**config.mk**
```make
export PLATFORM = sky130hd
export DESIGN_NAME = utf16_encoder_flat
export DESIGN_NICKNAME = d
export VERILOG_FILES = /design/src/rtl/utf16_encoder_if.sv /design/src/rtl/utf16_encoder.sv /design/src/flat_wrapper.sv
export SDC_FILE = /design/constraint.sdc
export NUM_CORES = 1
export LEC_CHECK = 0
export ABC_AREA = 1
export BUFFER_PORTS_ARGS = -buffer_cell sky130_fd_sc_hd__buf_2
export CORE_ASPECT_RATIO = 2
export CORE_UTILIZATION = 50
export DETAILED_ROUTE_END_ITERATION = 6
export PLACE_DENSITY = 0.74
export SLEW_MARGIN = 20
export SYNTH_ARGS = -nofsm -noshare
export SYNTH_HDL_FRONTEND = slang
export SYNTH_SLANG_ARGS = --single-unit
```
**constraint.sdc**
```tcl
create_clock -name clock -period 1.92 [get_ports clock]
set_input_delay 0.096 -clock clock [delete_from_list [all_inputs] [get_ports clock]]
set_output_delay 0.096 -clock clock [all_outputs]
set_load 0.005 [all_outputs]
```
**src/rtl/utf16_encoder_if.sv**
```systemverilog
// Handshake bundle between a scalar producer/consumer and the UTF-16 encoder.
// The master drives the strobes and the scalar; the slave returns the registered code unit and status.
interface utf16_encoder_if #(
    parameter int unsigned COUNT_WIDTH = 16
);
    logic                   allow;
    logic [20:0]            code_point;
    logic                   next;
    logic [15:0]            unit;
    logic                   last;
    logic [1:0]             status;
    logic [COUNT_WIDTH-1:0] unit_count;

    modport master (
        output allow, code_point, next,
        input  unit, last, status, unit_count
    );

    modport slave (
        input  allow, code_point, next,
        output unit, last, status, unit_count
    );
endinterface

```
**src/rtl/utf16_encoder.sv**
```systemverilog
// Encodes 21-bit Unicode scalars into UTF-16 code units.
// Surrogate pairs are released one unit at a time, and the low unit waits for the consumer's next strobe.
module utf16_encoder #(
    parameter bit          STRICT      = 1'b1,
    parameter int unsigned COUNT_WIDTH = 16
) (
    input  logic            clock,
    input  logic            reset,
    utf16_encoder_if.slave  bus
);
    localparam logic [20:0] CP_MAX      = 21'h10FFFF;
    localparam logic [20:0] CP_BMP_MAX  = 21'h00FFFF;
    localparam logic [20:0] CP_SUR_LO   = 21'h00D800;
    localparam logic [20:0] CP_SUR_HI   = 21'h00DFFF;
    localparam logic [20:0] CP_SUPP_OFS = 21'h010000;
    localparam logic [1:0]  ST_INITIAL  = 2'd0;
    localparam logic [1:0]  ST_READY    = 2'd2;
    localparam logic [1:0]  ST_ERROR    = 2'd3;

    typedef enum logic [2:0] {
        S_IDLE,
        S_SINGLE,
        S_HIGH,
        S_LOW,
        S_ERR
    } state_t;

    state_t                 state_q, state_d;
    logic [15:0]            unit_q, unit_d;
    logic [9:0]             low_q, low_d;
    logic [COUNT_WIDTH-1:0] count_q, count_d;
    logic [1:0]             status_q, status_d;
    logic                   last_q, last_d;

    logic [19:0] v_c;
    logic        accept_c;
    logic        present_c;
    logic        surrogate_c;

    assign v_c         = 20'(bus.code_point - CP_SUPP_OFS);
    assign surrogate_c = (bus.code_point >= CP_SUR_LO) && (bus.code_point <= CP_SUR_HI);
    assign accept_c    = bus.allow &&
                         ((state_q == S_IDLE) || (state_q == S_SINGLE) || (state_q == S_LOW));

    // State register; reset also drops any pending low surrogate.
    always_ff @(posedge clock or posedge reset) begin
        if (reset) begin
            state_q  <= S_IDLE;
            unit_q   <= '0;
            low_q    <= '0;
            count_q  <= '0;
            status_q <= ST_INITIAL;
            last_q   <= 1'b0;
        end else begin
            state_q  <= state_d;
            unit_q   <= unit_d;
            low_q    <= low_d;
            count_q  <= count_d;
            status_q <= status_d;
            last_q   <= last_d;
        end
    end

    // Next-state, next-unit and registered-output decode.
    always_comb begin
        state_d   = state_q;
        unit_d    = unit_q;
        low_d     = low_q;
        count_d   = count_q;
        status_d  = status_q;
        last_d    = last_q;
        present_c = 1'b0;

        unique case (state_q)
            S_HIGH: begin
                // next outranks allow so a pending pair is never overwritten
                if (bus.next) begin
                    state_d   = S_LOW;
                    unit_d    = 16'hDC00 | {6'b0, low_q};
                    present_c = 1'b1;
                end
            end
            S_ERR: begin
            end
            S_IDLE, S_SINGLE, S_LOW: begin
                if (accept_c) begin
                    if (bus.code_point > CP_MAX) begin
                        state_d = S_ERR;
                    end else if (STRICT && surrogate_c) begin
                        state_d = S_ERR;
                    end else if (bus.code_point <= CP_BMP_MAX) begin
                        state_d   = S_SINGLE;
                        unit_d    = bus.code_point[15:0];
                        present_c = 1'b1;
                    end else begin
                        state_d   = S_HIGH;
                        unit_d    = 16'hD800 | {6'b0, v_c[19:10]};
                        low_d     = v_c[9:0];
                        present_c = 1'b1;
                    end
                end
            end
            default: begin
                state_d = S_IDLE;
            end
        endcase

        if (present_c && (count_q != {COUNT_WIDTH{1'b1}})) begin
            count_d = count_q + COUNT_WIDTH'(1);
        end

        unique case (state_d)
            S_IDLE:   begin status_d = ST_INITIAL; last_d = 1'b0; end
            S_SINGLE: begin status_d = ST_READY;   last_d = 1'b1; end
            S_HIGH:   begin status_d = ST_READY;   last_d = 1'b0; end
            S_LOW:    begin status_d = ST_READY;   last_d = 1'b1; end
            S_ERR:    begin status_d = ST_ERROR;   last_d = 1'b0; end
            default:  begin status_d = ST_INITIAL; last_d = 1'b0; end
        endcase
    end

    assign bus.unit       = unit_q;
    assign bus.last       = last_q;
    assign bus.status     = status_q;
    assign bus.unit_count = count_q;

endmodule
```
**src/flat_wrapper.sv**
```systemverilog
// flat-port wrapper written by rule: the top's interface ports become plain ports
module utf16_encoder_flat 
#(
    parameter bit          STRICT      = 1'b1,
    parameter int unsigned COUNT_WIDTH = 16
)
  (clock, reset, bus_allow, bus_code_point, bus_next, bus_unit, bus_last, bus_status, bus_unit_count);
  utf16_encoder_if #(.COUNT_WIDTH(COUNT_WIDTH)) bus_i ();
  input  logic clock;
  input  logic reset;
  input wire logic [$bits(bus_i.allow)-1:0] bus_allow;
  input wire logic [$bits(bus_i.code_point)-1:0] bus_code_point;
  input wire logic [$bits(bus_i.next)-1:0] bus_next;
  output wire logic [$bits(bus_i.unit)-1:0] bus_unit;
  output wire logic [$bits(bus_i.last)-1:0] bus_last;
  output wire logic [$bits(bus_i.status)-1:0] bus_status;
  output wire logic [$bits(bus_i.unit_count)-1:0] bus_unit_count;
  assign bus_i.allow = bus_allow;
  assign bus_i.code_point = bus_code_point;
  assign bus_i.next = bus_next;
  assign bus_unit = bus_i.unit;
  assign bus_last = bus_i.last;
  assign bus_status = bus_i.status;
  assign bus_unit_count = bus_i.unit_count;
  utf16_encoder #(.STRICT(STRICT), .COUNT_WIDTH(COUNT_WIDTH)) u_core (.clock(clock), .reset(reset), .bus(bus_i));
endmodule
```
==> summary.md <==
| Metric | Value |
|---|---|
| Ys Warns | 0 |
| Synth unique cells | 30 |
| PD cells | about 1100 nW/um^2 |
| Detailed-placement wirelength estimate | around 5700 microns |
| Post-Route Skew | a little over 0.008 ns |
| Top-area cell type share of the netlist area | 0.4246 |
| Number of max-cap violations | 0 |
| WHS | around 0.022 ns |
| Buf/Inv on CP | 2 |
| Initial core utilization | 0.5219 |
| Fin cells | approximately 530 |
| Critical Path AT | 1.97 ns |
| Clock tree root driver cell | clkbuf_8 |
| RSZ-0062 raised after global routing | yes |
| Min Tclk post-route | 1.765 ns |
| Die Width | about 55 microns |
| Fin. max-slew vios | 0 |
| # H-tree levels | 2 |
| Peak supply drop | 0.0007719 V |
| Largest cells by area after synthesis | dfrtp_1 42%, nand2_1 16%, nand3_1 6.7%, o21ai_0 5.1%, nor2_1 5.0% |
| Clock edge transition at the registers on the reported setup and hold paths | ~0.090 ns |
| Syn_area_per_cell | 7.272 sq um |
| Area Overhead vs Synth | 20.08% |
| Total track usage | 0.2823 |
| DR vias | around 2.8k |
| Core Region | approximately 5400 sq um |
| Antenna diode count | 0 |
| Die ar. | approximately 6000 sq um |
| Worst endpoint required time | 2.12 ns |
| I/O pin cnt | 60 |
| Final GP Congestion | slightly below 0.9 |
| Net count after synthesis | ~420 |
| Synthesis-stage register bit count | 48 |
| DRC viols | 0 |
| Register area share after synthesis | 0.4246 |
| Via density | between 5 and 6 |
| Ratio of cells with drive above 1 in the final layout | 0.2258 |
| Critical path startpoint category | flop |
| Clk sinks | 48 |
| Initial antenna violation count | 0 |
| Total grt overflow | 0 |
| Worst-margin pin slew | between 0.6 and 0.7 ns |
| Post-route antenna net violation count | 0 |
| EDFF count, synth | 0 |
| Mapped Area | 2829 sq um |
| Max FO, Critical Path | 9 |
| Most used DFF post-synth | dfrtp_1 |
| Final WL | 7426 microns |
| First-pass GRT wire length | about 12000 microns |
| Hold Crit Class | in2reg |
| Crit path top cell by count | nand2_1 |
| Cell breakdown of the critical path | nand2_1 > nor3b_1 > nand4_1 > inv_1 > nand2_2 > buf_4 > nand3_1 > nand2_1 |
| Yosys top cell by area | dfrtp_1 |
| Setup TNS | 0 ns |
| Most frequent cells in the layout | 121 x nand2_1, 59 x buf_2, 48 x dfrtp_1, 38 x nor2_1, 38 x nand3_1 |
| CTS tree | built |
| Final #Nets | between 400 and 500 |
| Fraction of registers with async set/reset | 1.000 |
| Hold Fails Final Rpt | 0 |
| Max incr delay on CP | approximately 0.43 ns |
| Status | completed |
| Dpl cells | about 500 |
| Fin crit share | 0.9193 |
| Row cnt | 38 |
| Setup-failing EPs final | 0 |
| Crit. End Element | flop |
| Skew-Pair Late Insertion Delay | around 0.31 ns |
| Leakage | roughly 1.8 nW |
| CP top delay family | simple AND/OR/NAND/NOR gates |
| Iter 0 DRT Violations | 58 |
| Vias in the first global route | ~2.7k |
| Slew HR | 0.5915 |
| Commonest non-fill, non-tap cell in the layout | nand2_1 |
| Die Y | around 110 microns |
| Cells after Synth | 389 |
| # port buffers | 59 |
| Largest net degree at the start of global routing | around 50 |
| Crit path kind | reg2reg |
| DRT Pass-1 Iters | 4 |
| Maximum buffer depth of the clock tree | 2 |
| CP max stage cell | dfrtp_1 |
| CTS Buf Count | 5 |
| Drt wl/cell | between 10 and 15 microns |
| Fmax | ~0.57 GHz |
-- metrics by stage --
step / cell area [sq um] / worst slack, ns / power [mW] / utilization
4_1_cts: 3378 / 0.1280 / 3.758 / 0.6233
2_1_floorplan: 2829 / 0.2883 / 2.530 / -
3_3_place_gp: 3266 / 0.04884 / 3.057 / 0.6025
6_report: 3397 / 0.1550 / 3.757 / 0.6267
5_1_grt: 3397 / -0.005008 / 4.058 / 0.6267
3_5_place_dp: 3266 / 0.01035 / 3.104 / 0.6025
-- synthesized netlist by cell type (all sizes together), types with 2 or more instances --
cell type / instances
o31ai: 2
a21oi: 7
inv: 37
nor2: 44
o211ai: 2
clkbuf: 4
nor3: 10
dfrtp: 48
nand2: 126
nor4: 2
buf: 10
ha: 3
xor2: 12
xnor2: 4
nand3b: 2
nand3: 39
nand4: 3
o21ai: 31
-- state kept, by name (all words and copies together) (netlist names) --
signal and cells:
u_core.bus.unit 16, u_core.bus.unit_count 16, u_core.low_q 10, u_core.state_q 3, u_core.bus.status 2, u_core.bus.last 1
-- timing repair --
| action | in CTS | in global routing |
|---|---|---|
| resized for setup | 1 | 2 |
| setup buffers | 0 | 1 |
| endpoints found under the setup margin | 1 | 12 |
| pin swaps | 1 | 0 |
| cloned | 1 | 0 |
| hold endpoints to repair | 48 | 0 |
| hold buffers | 1 | 0 |
-- per-layer routing --
layer / part of all wire / up-vias / track usage / wire [microns]
met5: 0 / - / 0 / 0
met4: 0.044 / 0 / 0.1571 / 330
met3: 0.040 / 27 / 0.04501 / 298
met2: 0.54 / 82 / 0.5017 / 4037
met1: 0.37 / 1294 / 0.2922 / 2759
li1: - / 1392 / - / -
-- path summary, 6_finish.rpt --
path,from,endpoint,slack [ns],cells after the start
min in group asynchronous,reset,u_core.bus.unit_count[12],0.48,4
worst max-delay path,u_core.bus.unit_count[8],u_core.bus.unit_count[4],0.15,8
worst max register to register,u_core.bus.unit_count[8],u_core.bus.unit_count[4],0.15,8
worst min-delay path,bus_code_point[4],u_core.low_q[4],0.02,3
worst min register to register,u_core.low_q[0],u_core.low_q[0],0.51,2
max in group asynchronous,reset,u_core.bus.unit[4],1.02,4
-- tightest hold or removal path: stages --
cell	delay [ns]
buf_2	0.10
nand2_1	0.05
o21ai_0	0.06
-- area by class of cell --
| cell class | instances | area [sq um] |
|---|---|---|
| timing repair buffer | 81 | 475.5 |
| clock inverter | 1 | 7.507 |
| multi-input combinational | 291 | 1413 |
| sequential | 48 | 1201 |
| inverter | 37 | 138.9 |
| fill | 529 | 2023 |
| tap | 60 | 75.07 |
| clock buffer | 7 | 86.33 |
-- report_power, final --
part | total, mW | switching (mW) | internal (mW)
Sequential | 1.50 | 0.166 | 1.33
Combinational | 1.62 | 0.991 | 0.633
Clock | 0.636 | 0.343 | 0.293
-- kinds of logic (layout without fill, tap and decap cells) --
logic type / Yosys count / in the layout / share of synthesized area
xor gates and xnor gates: 16 / 16 / 0.04953
adders and majority gates: 3 / 3 / 0.01327
DFF: 48 / 48 / 0.4246
and+or+nand+nor: 228 / 229 / 0.3494
buffers and inverters: 51 / 126 / 0.08315
AOI/OAI and AO/OA: 43 / 43 / 0.08005
Note: power is estimated with default switching activity, not from simulation.
